===== config.mk =====
export PLATFORM = sky130hd
export DESIGN_NAME = ddr3_cmd_arbiter
export DESIGN_NICKNAME = d
export VERILOG_FILES = /design/src/rtl/ddr3_cmd_arbiter.sv
export SDC_FILE = /design/constraint.sdc
export NUM_CORES = 1
export LEC_CHECK = 0
export ABC_CLOCK_PERIOD_IN_PS = 15700
export CAP_MARGIN = 20
export CELL_PAD_IN_SITES_DETAIL_PLACEMENT = 1
export CELL_PAD_IN_SITES_GLOBAL_PLACEMENT = 1
export CORE_AREA = 2 2 265 267
export DETAILED_ROUTE_END_ITERATION = 10
export DIE_AREA = 0 0 267 269
export PLACE_DENSITY_LB_ADDON = 0.1
export SLEW_MARGIN = 20
export SYNTH_ARGS = -nofsm -noshare
export SYNTH_HDL_FRONTEND = slang
export SYNTH_SLANG_ARGS = --single-unit

===== constraint.sdc =====
create_clock -name clk -period 15.7 [get_ports clk]
set_input_delay 3.925 -clock clk [delete_from_list [all_inputs] [get_ports clk]]
set_output_delay 3.925 -clock clk [all_outputs]
set_load 0.05 [all_outputs]

===== src/rtl/ddr3_cmd_arbiter.sv =====
// ddr3_cmd_arbiter: round-robin write/read scheduler onto the MIG app interface with in-order read tagging
module ddr3_cmd_arbiter #(
  parameter int ADDRESS_WIDTH   = 32,
  parameter int DATA_WIDTH      = 128,
  parameter int APP_ADDR_WIDTH  = 29,
  parameter int MAX_OUTSTANDING = 8
) (
  input  logic                                 clk,
  input  logic                                 rst,
  input  logic                                 en,
  input  logic                                 wr_fifo_empty,
  input  logic [ADDRESS_WIDTH-1:0]             wr_fifo_address,
  input  logic [DATA_WIDTH-1:0]                wr_fifo_data,
  output logic                                 wr_fifo_read,
  input  logic                                 rd_in_fifo_empty,
  input  logic [ADDRESS_WIDTH-1:0]             rd_in_fifo_address,
  output logic                                 rd_in_fifo_read,
  input  logic [$clog2(MAX_OUTSTANDING+1)-1:0] rd_out_fifo_free,
  output logic                                 rd_out_fifo_write,
  output logic [ADDRESS_WIDTH-1:0]             rd_out_fifo_address,
  output logic [DATA_WIDTH-1:0]                rd_out_fifo_data,
  output logic [APP_ADDR_WIDTH-1:0]            app_addr,
  output logic [2:0]                           app_cmd,
  output logic                                 app_en,
  input  logic                                 app_rdy,
  output logic [DATA_WIDTH-1:0]                app_wdf_data,
  output logic [DATA_WIDTH/8-1:0]              app_wdf_mask,
  output logic                                 app_wdf_wren,
  output logic                                 app_wdf_end,
  input  logic                                 app_wdf_rdy,
  input  logic [DATA_WIDTH-1:0]                app_rd_data,
  input  logic                                 app_rd_data_valid,
  output logic                                 busy,
  output logic [$clog2(MAX_OUTSTANDING+1)-1:0] rd_outstanding,
  output logic                                 rd_underflow
);
  localparam int CW = $clog2(MAX_OUTSTANDING+1);
  localparam int PW = $clog2(MAX_OUTSTANDING);
  typedef enum logic [1:0] {IDLE, WR_ISSUE, RD_ISSUE} state_t;
  state_t state_q, state_d;
  logic last_rd_q, last_rd_d, hz_q, hz_d;
  logic app_en_q, app_en_d, wren_q, wren_d;
  logic [2:0] cmd_q, cmd_d;
  logic [APP_ADDR_WIDTH-1:0] addr_q, addr_d;
  logic [DATA_WIDTH-1:0] wdata_q, wdata_d, rdata_q;
  logic [CW-1:0] cnt_q, cnt_d;
  logic [PW-1:0] head_q, tail_q;
  logic [ADDRESS_WIDTH-1:0] tag_mem [MAX_OUTSTANDING];
  logic [ADDRESS_WIDTH-1:0] raddr_q, sel_addr;
  logic rv_q, uf_q;
  logic wr_ok, rd_ok, hazard, grant_wr, grant_rd, push, pop, wr_done;
  logic unused_addr;
  assign wr_ok    = en & !wr_fifo_empty;
  assign rd_ok    = en & !rd_in_fifo_empty & (cnt_q < CW'(MAX_OUTSTANDING)) & (cnt_q < rd_out_fifo_free);
  assign hazard   = wr_ok & rd_ok & (wr_fifo_address[ADDRESS_WIDTH-1:4] == rd_in_fifo_address[ADDRESS_WIDTH-1:4]);
  assign grant_wr = (state_q == IDLE) & wr_ok & (!rd_ok | hazard | last_rd_q);
  assign grant_rd = (state_q == IDLE) & rd_ok & !grant_wr;
  assign push     = (state_q == RD_ISSUE) & app_rdy;
  assign pop      = app_rd_data_valid & (cnt_q != '0);
  // Write completes when neither the command nor the data handshake is still pending after this cycle
  assign wr_done  = (state_q == WR_ISSUE) & !(app_en_q & !app_rdy) & !(wren_q & !app_wdf_rdy);
  assign sel_addr = grant_wr ? wr_fifo_address : rd_in_fifo_address;
  assign unused_addr = ^sel_addr;
  assign cnt_d    = cnt_q + CW'(push) - CW'(pop);
  always_comb begin
    state_d   = state_q;
    last_rd_d = last_rd_q;
    hz_d      = hz_q;
    app_en_d  = app_en_q & !app_rdy;
    wren_d    = wren_q & !app_wdf_rdy;
    cmd_d     = cmd_q;
    addr_d    = addr_q;
    wdata_d   = wdata_q;
    if (grant_wr) begin
      state_d  = WR_ISSUE;
      hz_d     = hazard;
      app_en_d = 1'b1;
      wren_d   = 1'b1;
      cmd_d    = 3'b000;
      addr_d   = {sel_addr[APP_ADDR_WIDTH-1:4], 4'b0};
      wdata_d  = wr_fifo_data;
    end
    if (grant_rd) begin
      state_d  = RD_ISSUE;
      app_en_d = 1'b1;
      cmd_d    = 3'b001;
      addr_d   = {sel_addr[APP_ADDR_WIDTH-1:4], 4'b0};
    end
    // A hazard-forced write leaves the round-robin pointer untouched
    if (wr_done) begin
      state_d   = IDLE;
      last_rd_d = hz_q & last_rd_q;
    end
    if (push) begin
      state_d   = IDLE;
      last_rd_d = 1'b1;
    end
  end
  always_ff @(posedge clk or posedge rst)
    if (rst) begin
      state_q   <= IDLE;
      last_rd_q <= 1'b0;
      hz_q      <= 1'b0;
      app_en_q  <= 1'b0;
      wren_q    <= 1'b0;
      cmd_q     <= '0;
      addr_q    <= '0;
      wdata_q   <= '0;
      cnt_q     <= '0;
      head_q    <= '0;
      tail_q    <= '0;
      rv_q      <= 1'b0;
      rdata_q   <= '0;
      raddr_q   <= '0;
      uf_q      <= 1'b0;
    end else begin
      state_q   <= state_d;
      last_rd_q <= last_rd_d;
      hz_q      <= hz_d;
      app_en_q  <= app_en_d;
      wren_q    <= wren_d;
      cmd_q     <= cmd_d;
      addr_q    <= addr_d;
      wdata_q   <= wdata_d;
      cnt_q     <= cnt_d;
      head_q    <= head_q + PW'(pop);
      tail_q    <= tail_q + PW'(push);
      rv_q      <= pop;
      if (pop) begin
        rdata_q <= app_rd_data;
        raddr_q <= tag_mem[head_q];
      end
      uf_q      <= uf_q | (app_rd_data_valid & (cnt_q == '0));
    end
  always_ff @(posedge clk)
    if (push) tag_mem[tail_q] <= rd_in_fifo_address;
  assign wr_fifo_read        = wr_done;
  assign rd_in_fifo_read     = push;
  assign rd_out_fifo_write   = rv_q;
  assign rd_out_fifo_address = raddr_q;
  assign rd_out_fifo_data    = rdata_q;
  assign app_addr            = addr_q;
  assign app_cmd             = cmd_q;
  assign app_en              = app_en_q;
  assign app_wdf_data        = wdata_q;
  assign app_wdf_mask        = '0;
  assign app_wdf_wren        = wren_q;
  assign app_wdf_end         = wren_q;
  assign busy                = (state_q != IDLE) | (cnt_q != '0);
  assign rd_outstanding      = cnt_q;
  assign rd_underflow        = uf_q;
endmodule


Yosys cells after proc, flatten, opt, wreduce, memory -nomap -nowiden --
Memories as Yosys holds them, arrays and structs flattened. A register that Yosys moved wholly into a read port is not among the register bits. Cells that the tools add are included. Widths: inputs -> output; s select.
Storage, ports and cells: memories 1, input port bits 332, flip-flop bits (word level) 306, output and inout bits 348, memory bits (writable) 256
Memory list:
- tag_mem | words 8, bits a word 32, rd ports 1, clocked after Yosys merged registers in 1, wr ports 1, line 48 | logic [ADDRESS_WIDTH-1:0] tag_mem [MAX_OUTSTANDING];
Operators by class: $lt $le $gt $ge 2, add/sub/neg operators 4, multiplexer cells 16, equal/unequal tests 3, bitwise logic cells 22, reduce and logical (&&, ||, !) cells 15
Operators with widths (count):
- $mux 29 | 3
- $eq 28x28->1 | 1
- $and 1x1->1 | 18
- $logic_not 1->1 | 8
- $mux 2 | 4
- $reduce_bool 4->1 | 2
- $mux 1 | 7
- $add 3x1->3 | 2
- $mux 3 | 2
- $reduce_bool 2->1 | 3
- $add 4x1->4 | 1
- $logic_not 4->1 | 1
- $lt 4x4->1 | 1
- $lt 4x4->1 const B | 1
- $or 1x1->1 | 4
- $sub 4x1->4 | 1
- $eq 2x1->1 const B | 1
- $eq 2x2->1 const B | 1
- $logic_not 2->1 | 1

Longest topological paths before layout --
word-level depth 14, gate-level depth with buffers 13

Worst setup path before layout --
No wires, ideal clock.
path kind input -> output, from in app_rdy, to out rd_in_fifo_read, path buffers 0, data arrival time 4.504 ns, stages 2, slack 7.271 ns, path through nand3_1 > inv_1
Between the ends: longest elaborated chain between the ends 1
RTL lines:
- start: declaration | line 25 | input logic app_rdy,
- $and 1x1->1 | line 58 | assign push = (state_q == RD_ISSUE) & app_rdy;
- end: declaration | line 17 | output logic rd_in_fifo_read,
Every way passes these cells.

Worst setup path after layout --
Ends and elaborated chain as after synthesis.

==> impl_metrics.json <==
{
  "status": "completed",
  "core-area_um2": 69300,
  "cts_resized": 0,
  "synthFlopType": "dfrtp_1",
  "synth_area_leaders": "dfrtp_1 36%, edfxtp_1 33%, nand2_1 6.9%",
  "holdWs_ns": 0.471,
  "totalWireLength_mm": 73.1,
  "synth_area_um2": 23300,
  "slowest_stage": "clkdlybuf4s50_1",
  "setup_viol": 0,
  "cts.clk_slew.worst_paths_ns": 0.05,
  "grt_setup_unrepaired": "no",
  "fin_nets": 2540,
  "root_buffer": "clkbuf_16",
  "clock_path_buffers": 3,
  "syn-mean-instance-area_um2": 15.3,
  "die_x_um": 267,
  "dp.final_hpwl_mm": 50.8,
  "critPathCaptureType": "primary output",
  "crit_chain": "clkdlybuf4s50_1, nand3_1, inv_1, clkdlybuf4s50_1",
  "maxCapViolCount": 0,
  "start_kind": "primary input",
  "clock_sinks": 588,
  "drv_slew": 0,
  "maxSlewHeadroom_pct": 24.8,
  "final_cells": 3195,
  "areaGrowthSynthToFinish_pct": 41.7,
  "ys_warn_count": 0,
  "critPathTopFamily": "buffers and inverters",
  "peakVddDrop_mv": 0.160,
  "max_stage_delay_ns": 0.86,
  "clkLatencyLatePin_ns": 0.61,
  "start_util_pct": 33.6,
  "cts_buffers": 68,
  "gp_congestion": 0.804,
  "fin_skew_ns": 0.0262,
  "postRouteAntennaNets": 0,
  "layout-drive-gt1-share_pct": 16.4,
  "rows": 97,
  "post_cts_buffers": 0,
  "synth_cell_types": 41,
  "worst_slew_pin_slew_ns": 1.13,
  "max_clock_freq_mhz": 102,
  "dp.cells": 3065,
  "grt_pass1_vias": 16115,
  "synth-seq-cells": 588,
  "layout_worst_path_cycle_share_pct": 62.6,
  "required_ns": 11.77,
  "port_buffers": 653,
  "gr-usage-all-layers_pct": 20.0,
  "yosysSeqAreaShare_pct": 68.7,
  "min_path_type": "register to register",
  "place_area_um2": 30800,
  "pre_cts_ws_ns": 5.89,
  "wire_per_inst_um": 22.9,
  "ctsHoldBuffers": 0,
  "stdcell_area_um2": 33000,
  "synth_top_area_cell": "dfrtp_1",
  "grt_pass1_wl_mm": 106,
  "die_h_um": 269,
  "htreeDepth": 3,
  "syn_inst": 1525,
  "antenna_found_initial": 10,
  "hold_viol_final": 0,
  "worstSetupPathType": "primary input to primary output",
  "cts_tree": "built",
  "drt-vias-per-instance": 4.61,
  "worst-path-max-fanout": 7,
  "power.total_mw": 6.92,
  "grt_max_degree": 93,
  "leakage_nw": 13.5,
  "synth_edf_count": 256,
  "dieArea_um2": 71800,
  "crit_arrival_ns": 5.91,
  "powerDensity_nw_per_um2": 210,
  "setup_ws_ns": 5.87,
  "synth_top_area_share_pct": 35.7,
  "synthArstFlopShare_pct": 56.5,
  "grt.overflow.total": 0,
  "detail_route.iter0.violations": 771,
  "io_pins": 680,
  "fin_util_pct": 47.6,
  "via_count": 14717,
  "drt-pass1-iter-count": 4,
  "cp.buffers_inverters": 3,
  "tns_ns": 0,
  "crit_top_cell": "clkdlybuf4s50_1",
  "fin_crit_ns": 9.83,
  "drc": 0
}
final timing paths:
check / startpoint / endpoint / slack, ns / cells past startpoint
worst min-delay path: rd_out_fifo_data[103] / rd_out_fifo_data[103] / 0.47 / 2
worst min register to register: rd_out_fifo_data[103] / rd_out_fifo_data[103] / 0.47 / 2
min in group asynchronous: rst / app_wdf_data[116] / 3.78 / 2
max in group asynchronous: rst / rd_out_fifo_data[11] / 9.74 / 4
worst max-delay path: app_rdy / rd_in_fifo_read / 5.87 / 4
worst max register to register: rd_outstanding[1] / app_wdf_data[118] / 11.34 / 8
Yosys cell counts (all sizes together) (2+ instances only):
library cell and number:
nand2 425, dfrtp 332, edfxtp 256, mux2 178, mux4 64, buf 53, clkbuf 43, o21ai 34
mux2i 32, xnor2 28, inv 18, ha 12, nand2b 5, nand4 5, nor3 5, nor2 4
nor4 4, xor2 4, nand3 3, a21o 2, a31oi 2, and3 2, nand3b 2
cell usage in the layout (no fill, tap or decap), types with 12 or more instances in the layout:
cell | Yosys | layout
mux2_1 | 15 | 15
conb_1 | 1 | 22
clkbuf_1 | 43 | 15
edfxtp_1 | 256 | 256
clkbuf_16 | 0 | 72
o21ai_0 | 34 | 34
ha_1 | 12 | 12
nand2_1 | 425 | 425
xnor2_1 | 28 | 28
mux2i_1 | 32 | 32
inv_1 | 18 | 16
clkinv_2 | 0 | 17
buf_4 | 23 | 20
mux2_4 | 100 | 100
mux2_2 | 63 | 63
clkdlybuf4s50_1 | 0 | 653
mux4_2 | 64 | 64
dfrtp_1 | 332 | 329
area by class of cell:
class                      instances  area, um2
fill                            6894      36300
sequential                       588      16000
multi-input combinational        844       6810
timing repair buffer             675       6710
clock buffer                      95       1970
tap                              940       1180
clock inverter                    29        243
inverter                          18       77.6
antenna                            6       15.0
sequential cells by signal (all words and copies together) (netlist names), 2 cells and up:
register and count:
state_q 2, tail_q 3, tag_mem 256, app_addr 25, rd_outstanding 4, head_q 3, rd_out_fifo_data 128, rd_out_fifo_address 32
app_wdf_data 128
worst register-to-register path: cells and delay by family, from the launching register on:
kind                       cells  cell delay [ns]
buffers and inverters          2             1.93
DFF                            1             0.47
AOI/OAI and AO/OA              3             0.71
muxes                          1             0.50
adders and majority gates      1             0.26
and+or+nand+nor                1             0.38
cell families (layout without fill, tap and decap cells):
group,after synthesis,in the layout,share of synthesized area [%]
buffers and inverters,114,817,2.72
xor gates and xnor gates,32,32,1.20
AOI/OAI and AO/OA,44,44,1.06
adders and majority gates,13,13,0.731
and+or+nand+nor,459,459,7.79
other,1,28,0.0161
DFF,588,588,68.7
muxes,274,274,17.8
per-layer routing:
metal / up-vias / wire [um] / global-route usage, %
met5: - / 63 / 0
met4: 10 / 1640 / 6.57
met3: 97 / 5110 / 5.48
met2: 467 / 36900 / 34.1
met1: 7500 / 29400 / 24.5
li1: 6643 / - / -
power by group:
group | total (mW) | switching [mW] | internal [mW] | leakage (nW)
clock network | 1.57 | 0.640 | 0.928 | 1.10
registers | 2.21 | 0.232 | 1.98 | 6.28
logic | 3.14 | 1.96 | 1.18 | 6.16
(Power assumes the default switching activity.)
